==> src/rtl/rc_sw_alloc_pkg.sv <==
// Shared NoC router constants: port indices, direction codes,
// and the direction code that selects each output port.
package rc_sw_alloc_pkg;

  localparam int NPORT = 5;
  localparam int PW    = 3;

  localparam int P_YP  = 0;
  localparam int P_XP  = 1;
  localparam int P_YM  = 2;
  localparam int P_XM  = 3;
  localparam int P_LOC = 4;

  localparam logic [3:0] DIR_YP   = 4'b0001;
  localparam logic [3:0] DIR_XP   = 4'b0010;
  localparam logic [3:0] DIR_YM   = 4'b0100;
  localparam logic [3:0] DIR_XM   = 4'b1000;
  localparam logic [3:0] DIR_LOC  = 4'b0000;
  localparam logic [3:0] DIR_NONE = 4'b1111;

  localparam logic [PW-1:0] P_LAST = PW'(NPORT - 1);
  localparam logic [PW:0]   NP_W   = (PW + 1)'(NPORT);

  function automatic logic [3:0] port_dir(input int p);
    logic [3:0] d;
    d = DIR_LOC;
    case (p)
      P_YP:    d = DIR_YP;
      P_XP:    d = DIR_XP;
      P_YM:    d = DIR_YM;
      P_XM:    d = DIR_XM;
      default: d = DIR_LOC;
    endcase
    return d;
  endfunction

endpackage

==> src/rtl/rc_sw_alloc_rr_arb5.sv <==
// Five-way round-robin arbiter with its own pointer register;
// the enable gates all grants (used for credit availability).
module rr_arb5
  import rc_sw_alloc_pkg::*;
(
  input  logic             rc_clk,
  input  logic             rst_n,
  input  logic [NPORT-1:0] req,
  input  logic             en,
  output logic [NPORT-1:0] gnt,
  output logic [PW-1:0]    idx,
  output logic             vld
);

  logic [PW-1:0] ptr;
  logic [PW:0]   sum;
  logic [PW-1:0] cand;

  always_comb begin
    gnt  = '0;
    idx  = '0;
    vld  = 1'b0;
    sum  = '0;
    cand = '0;
    for (int k = 0; k < NPORT; k++) begin
      sum = {1'b0, ptr} + (PW + 1)'(k);
      if (sum >= NP_W) begin
        sum = sum - NP_W;
      end
      cand = sum[PW-1:0];
      if (!vld && en && req[cand]) begin
        vld = 1'b1;
        idx = cand;
      end
    end
    if (vld) begin
      gnt[idx] = 1'b1;
    end
  end

  always_ff @(posedge rc_clk or negedge rst_n) begin
    if (!rst_n) begin
      ptr <= '0;
    end else if (vld) begin
      ptr <= (idx == P_LAST) ? '0 : idx + 1'b1;
    end
  end

endmodule

==> src/rtl/rc_sw_alloc.sv <==
// 5-port mesh router switch allocator: request decode, per-output
// round-robin arbitration gated by downstream credits, registered xbar select.
module rc_sw_alloc
  import rc_sw_alloc_pkg::*;
#(
  parameter int CREDIT_MAX = 4,
  parameter int CW         = 3
) (
  input  logic                rc_clk,
  input  logic                rst_n,
  input  logic [NPORT-1:0]    req_valid_i,
  input  logic [4*NPORT-1:0]  req_dir_i,
  output logic [NPORT-1:0]    gnt_o,
  input  logic [NPORT-1:0]    credit_ret_i,
  output logic [NPORT-1:0]    out_valid_o,
  output logic [PW*NPORT-1:0] out_sel_o,
  output logic [CW*NPORT-1:0] credit_o,
  output logic                err_o
);

  localparam logic [CW-1:0] CMAX = CW'(CREDIT_MAX);

  logic [NPORT-1:0] req_m [NPORT];
  logic [NPORT-1:0] arb_gnt [NPORT];
  logic [PW-1:0]    arb_idx [NPORT];
  logic [NPORT-1:0] arb_vld;
  logic [CW-1:0]    cred [NPORT];
  logic [PW-1:0]    sel_q [NPORT];
  logic [NPORT-1:0] valid_q;
  logic             err_q;
  logic             dec_err;
  logic             ret_ovf;
  logic [3:0]       d;
  logic             hit;
  logic [NPORT-1:0] g_any;

  // req_m[o][i]: input i wants output o
  always_comb begin
    dec_err = 1'b0;
    d       = '0;
    hit     = 1'b0;
    for (int o = 0; o < NPORT; o++) begin
      req_m[o] = '0;
    end
    for (int i = 0; i < NPORT; i++) begin
      d   = req_dir_i[4*i +: 4];
      hit = 1'b0;
      if (req_valid_i[i] && d != DIR_NONE) begin
        for (int o = 0; o < NPORT; o++) begin
          if (d == port_dir(o)) begin
            hit = 1'b1;
            if (o == i && o != P_LOC) begin
              dec_err = 1'b1;
            end else begin
              req_m[o][i] = 1'b1;
            end
          end
        end
        if (!hit) begin
          dec_err = 1'b1;
        end
      end
    end
  end

  for (genvar o = 0; o < NPORT; o++) begin : g_arb
    rr_arb5 u_arb (
      .rc_clk (rc_clk),
      .rst_n  (rst_n),
      .req    (req_m[o]),
      .en     (cred[o] != '0),
      .gnt    (arb_gnt[o]),
      .idx    (arb_idx[o]),
      .vld    (arb_vld[o])
    );
  end

  always_comb begin
    g_any   = '0;
    ret_ovf = 1'b0;
    for (int o = 0; o < NPORT; o++) begin
      g_any = g_any | arb_gnt[o];
      if (credit_ret_i[o] && !arb_vld[o] && cred[o] == CMAX) begin
        ret_ovf = 1'b1;
      end
    end
    gnt_o = rst_n ? g_any : '0;
  end

  always_ff @(posedge rc_clk or negedge rst_n) begin
    if (!rst_n) begin
      valid_q <= '0;
      err_q   <= 1'b0;
      for (int o = 0; o < NPORT; o++) begin
        cred[o]  <= CMAX;
        sel_q[o] <= '0;
      end
    end else begin
      valid_q <= arb_vld;
      err_q   <= err_q | dec_err | ret_ovf;
      for (int o = 0; o < NPORT; o++) begin
        if (arb_vld[o]) begin
          sel_q[o] <= arb_idx[o];
        end
        case ({arb_vld[o], credit_ret_i[o]})
          2'b10:   cred[o] <= cred[o] - 1'b1;
          2'b01:   cred[o] <= (cred[o] == CMAX) ? CMAX : cred[o] + 1'b1;
          default: cred[o] <= cred[o];
        endcase
      end
    end
  end

  always_comb begin
    out_sel_o = '0;
    credit_o  = '0;
    for (int o = 0; o < NPORT; o++) begin
      out_sel_o[PW*o +: PW] = sel_q[o];
      credit_o[CW*o +: CW]  = cred[o];
    end
  end

  assign out_valid_o = valid_q;
  assign err_o       = err_q;

endmodule

==> config.mk <==
export PLATFORM = sky130hd
export DESIGN_NAME = rc_sw_alloc
export DESIGN_NICKNAME = d
export VERILOG_FILES = /design/src/rtl/rc_sw_alloc_pkg.sv /design/src/rtl/rc_sw_alloc_rr_arb5.sv /design/src/rtl/rc_sw_alloc.sv
export SDC_FILE = /design/constraint.sdc
export NUM_CORES = 1
export LEC_CHECK = 0
export CAP_MARGIN = 20
export CORE_AREA = 5 5 127 219
export CTS_BUF_LIST = sky130_fd_sc_hd__clkbuf_8
export DETAILED_ROUTE_END_ITERATION = 7
export DIE_AREA = 0 0 132 224
export DONT_BUFFER_PORTS = 1
export HOLD_SLACK_MARGIN = 0.03
export PLACE_DENSITY = 0.55
export SKIP_LAST_GASP = 1
export SYNTH_ARGS = -nofsm -noshare
export SYNTH_HDL_FRONTEND = slang
export SYNTH_HIERARCHICAL = 1
export SYNTH_SLANG_ARGS = --single-unit
export TNS_END_PERCENT = 30
==> constraint.sdc <==
create_clock -name rc_clk -period 7.1 [get_ports rc_clk]
set_input_delay 1.42 -clock rc_clk [delete_from_list [all_inputs] [get_ports rc_clk]]
set_output_delay 1.42 -clock rc_clk [all_outputs]
set_load 0.1 [all_outputs]
* Word-level counts from Yosys, hierarchy flattened
Index checks and enable logic that the tools add are counted.
** Storage, ports and cells
- Memories :: 0
- Latch bits :: 0
- Input port bits :: 32
- Bits in registers :: 51
- Bits in writable memories :: 0
- ROM bits :: 0
- Logic and storage cells :: 560
- Output and inout port bits :: 41
** Operators by class
- Magnitude comparators :: 60
- Shift-type cells :: 0
- Multiply operators :: 0
- Bitwise operators :: 6
- Reduce and logical (&&, ||, !) cells :: 100
- Multiplexer cells :: 267
- Equal/unequal tests :: 50
- Add/subtract/negate cells :: 60
- Divide/modulo/power cells :: 0
** Operators with widths (number)
- $mux 3 :: 60
- $mux 1 :: 141
- $lt 3x4->1 const B :: 30
- $eq 4x4->1 :: 25
- $mux 4 :: 25
- $ge 4x3->1 const B :: 20
- $bmux 1 s3 :: 25
- $sub 3x3->3 const B :: 25
- $logic_and 1x1->1 :: 65
- $add 3x2->4 const B :: 10
- $add 3x1->3 const B :: 10
- $eq 3x3->1 const B :: 10
- $mux 5 :: 6
- $pmux 3 s2 :: 5
- $logic_not 1->1 :: 25
- $add 3x1->4 const B :: 5
- $add 3x3->4 const B :: 5
- $ne 4x4->1 const B :: 5
- $or 5x5->5 :: 4
- $demux 1 s3 :: 5
- $ge 3x1->1 const B :: 5
- $ge 3x3->1 const B :: 5
- $reduce_bool 3->1 :: 5
- $sub 3x1->3 const B :: 5
- 4 further kinds :: 17

* Logic depth before layout (Yosys ltp)
- Depth in word-level cells :: 36
- Mapped depth :: 19
- Mapped depth without buffers :: 18

* Hierarchy
The synthesis kept the hierarchy.
** Modules (own cells, without submodules)
- rr_arb5 (g_arb[1].u_arb ...) :: area each 1485.2 um2, cells each 186, sequential area each 75.1 um2, times used 3
- rc_sw_alloc :: area each 2215.9 um2, cells each 225, sequential area each 907.1 um2, times used 1
- rr_arb5 (g_arb[0].u_arb) :: area each 1426.4 um2, cells each 196, sequential area each 75.1 um2, times used 1
- rr_arb5 (g_arb[4].u_arb) :: area each 1312.5 um2, cells each 180, sequential area each 75.1 um2, times used 1

* Worst setup path before layout
Ideal clock, no wire load.
- Path kind :: input to output
- Start :: in req_dir_i[15]
- End :: out gnt_o[0]
- Path slack :: 628 ps
- Stages on the path :: 13
- Arrival time :: 5052 ps
- Path buffers :: 0
- Cells stage by stage :: or3b_2 nor3b_1 mux2i_1 mux2_1 o221ai_2 o31ai_1 or3_1 and3_1 o221a_4 o211ai_1 nor2_1 or4_1 o21a_1
** RTL lines
- start, declared :: RTL line rc_sw_alloc.sv:12 : input logic [4*NPORT-1:0] req_dir_i,
- end, declared :: RTL line rc_sw_alloc.sv:13 : output logic [NPORT-1:0] gnt_o,

==> impl_results.md <==
- Drt wl/cell: roughly 20 um
- Outcome: finished clean
- Final nets: 1,312
- Via density: 6.07
- Number of routed nets with antenna violations: 0
- Grt met3 use: between 2 and 2.5%
- Iter 0 DRT Violations: between 600 and 700
- Slew @ Worst Pin: roughly 960 ps
- Setup Viol. Count Final: 0
- DP Wirelength: about 24,000 um
- Crit path time final: 6540 ps
- Layout cells sized above 1: about 18%
- First-pass DRT Iterations: 5
- Worst slew margin: 36.1%
- Synth Cell Area: approximately 9400 um^2
- Site row count: between 70 and 80
- IO Port Bufs: 0
- Most used routing layer: met2
- Vias: 9,284
- Most frequent cells in the layout: nand2_1, nor2_1, ha_1, o21ai_0, inv_1
- DIE HEIGHT: 224 um
- Top cells by area, synth: dfrtp_1, ha_1, nand2_1, o21ai_0, a21oi_1
- DRC: 0
- Core area: 25,900 um^2
- # resized after CTS: 0
- Register area share after synthesis: 13.6%
- Initial Utilization: between 30 and 40%
- Final Wtd Congestion: slightly above 0.9
- Setup crit end kind: output pin
- Crit start category: primary input
- Crit path DAT: 5120 ps
- Ys flop type: dfrtp_1
- Layout Skew: ~11 ps
- EDFF count, synth: 0
- GR Util All Layers: about a fifth
- # hold bufs at CTS: 0
- Min-Delay Path Class: primary input to async pin
- Area grow syn2layout: 8.35%
- Clk sinks: 51
- Post-synthesis async set-or-reset flop share: 100%
- Total wire length: 30,500 um
- Die area: 29,600 um^2
- Critical Path Fanout Max: 8
- RSZ-0062 raised after global routing: false
- Num CTS Buffers: 5
- Worst-path clk slew: about 120 ps
- Synth warnings: 6
- RR Endpoint: err_o$_DFF_PN0_
- Max Cap Violations: 0
- Synth area leader: dfrtp_1
- Req. time, crit path: about 5700 ps
- GRT overflow: 0
- Postcts setup bufs: 0
- Pin count of the biggest net entering global routing: 57
- Number of global-route vias before repair: around 9,000
- RR Startpoint: g_arb[4].u_arb/ptr[0]$_DFFE_PN0P_
- First-pass GRT wire length: slightly below 50,000 um
- # fillers: about 2,600
- ANT cells: 0
- Clock Root Buffer: clkbuf_8
- Die X: between 100 and 150 um
- Final Hold Viols: 0
- Io pins: 73
- Register-to-Register Path Depth: 19
- Crit Path Class: primary input to output pin
- Leading cell type in the layout, fill and taps excluded: nand2_1
- Syn_area_per_cell: around 8 um^2
- GRT met1 Usage: a little over a fifth
- Cells after synthesis: 1,159
- Fin crit share: about 92%
- Yosys top cell area share: 12.2%
- R2R Setup Slk: about 2500 ps
- Setup TNS: 0 ps
- Max-slew violation count: 0
- Synth cell types: roughly 120
- Clk_lat worst skew: between 300 and 400 ps
- H-tree depth: 2
- Highest clock rate: approximately 0.15 GHz
- Register bit total from synthesis: between 50 and 60
- Clock buffer depth: 2
- Antenna violations before repair: 1
- GR Layer Usage met2: approximately 38%
- CTS tree: yes
kinds of logic (layout without fill, tap and decap cells):
group	Yosys count	after routing	share of synthesized area (%)
AO/OA/AOI/OAI	367	367	30.7
XOR/XNOR	22	22	2.13
adder cells (fa/ha/maj)	76	76	10.4
buffers and inverters	120	139	6.16
flip-flops	51	51	13.6
multiplexers	66	66	9.51
other	1	33	0.0399
AND/OR/NAND/NOR	456	456	27.5
registers in the layout, indices dropped and copies added (netlist names):
name             cells
credit_o            15
err_o                1
g_arb.u_arb/ptr     15
out_sel_o           15
out_valid_o          5
worst max path at each step:
stage / end / from
2_1_floorplan: gnt_o[0] / req_dir_i[15]
3_3_place_gp: gnt_o[0] / req_dir_i[15]
3_5_place_dp: gnt_o[0] / req_dir_i[15]
4_1_cts: gnt_o[0] / req_dir_i[15]
5_1_grt: gnt_o[0] / req_dir_i[15]
6_report: gnt_o[0] / req_dir_i[15]
stage by stage:
| step | hold slack, ps | utilization, % | setup WS (ps) | cells | cell area [um^2] |
|---|---|---|---|---|---|
| final | 746 | 39.4 | 565 | 1530 | 10200 |
| after global routing | 726 | 39.4 | 358 | 1530 | 10200 |
| after CTS | 728 | 39.4 | 601 | 1530 | 10200 |
| after detailed placement | 744 | 39.0 | 620 | 1522 | 10100 |
| after global placement | 741 | 39.0 | 659 | 1522 | 10100 |
| after floorplan | 732 | - | 628 | 1191 | 9530 |
worst max-delay path, stage by stage:
cell and delay, ps:
or3b_2 490, nor3b_1 210, buf_4 180, mux2_2 150
a2111oi_0 60, a311oi_1 480, o311ai_1 270, mux2i_1 230
a211oi_2 80, a211oi_2 430, nor4_2 90, or4_1 610
o21a_1 240, buf_12 170
cell usage after synthesis, types with 9 or more instances:
library cell / n
nor2b_1: 21
nor2_1: 69
nand2_1: 114
a221o_1: 9
ha_1: 66
nand2b_1: 45
a21o_1: 14
o2111ai_1: 14
buf_6: 9
nand3_1: 32
nor3b_1: 9
xnor2_1: 13
a21oi_1: 58
inv_2: 10
a211oi_1: 23
mux2_2: 24
and3_1: 17
mux2i_1: 22
and2_1: 14
inv_1: 63
o31ai_1: 10
o21ai_0: 65
nand4_1: 22
dfrtp_1: 46
o211ai_1: 17
nor4_1: 9
nand3b_1: 14
nor3_1: 17
a311oi_1: 14
o31ai_2: 11
o22ai_1: 15
buf_2: 24
layer usage:
metal,up-vias,part of all wire [%]
met5,-,0
met3,74,4.2
met1,4456,37
met2,290,54
met4,0,4.9
li1,4464,-
area by class of cell:
class / count / area (um^2) / area share (%)
clock buffer: 5 / 68.8 / 0.675
multi-input combinational: 1020 / 7670 / 75.2
timing repair buffer: 58 / 473 / 4.64
inverter: 73 / 274 / 2.69
clock inverter: 3 / 28.8 / 0.282
tap: 320 / 400 / 3.93
sequential: 51 / 1280 / 12.6
Power is left out: the tool's default activity adds up to more than one toggle a clock period on the data nets, which glitch-free logic cannot reach.
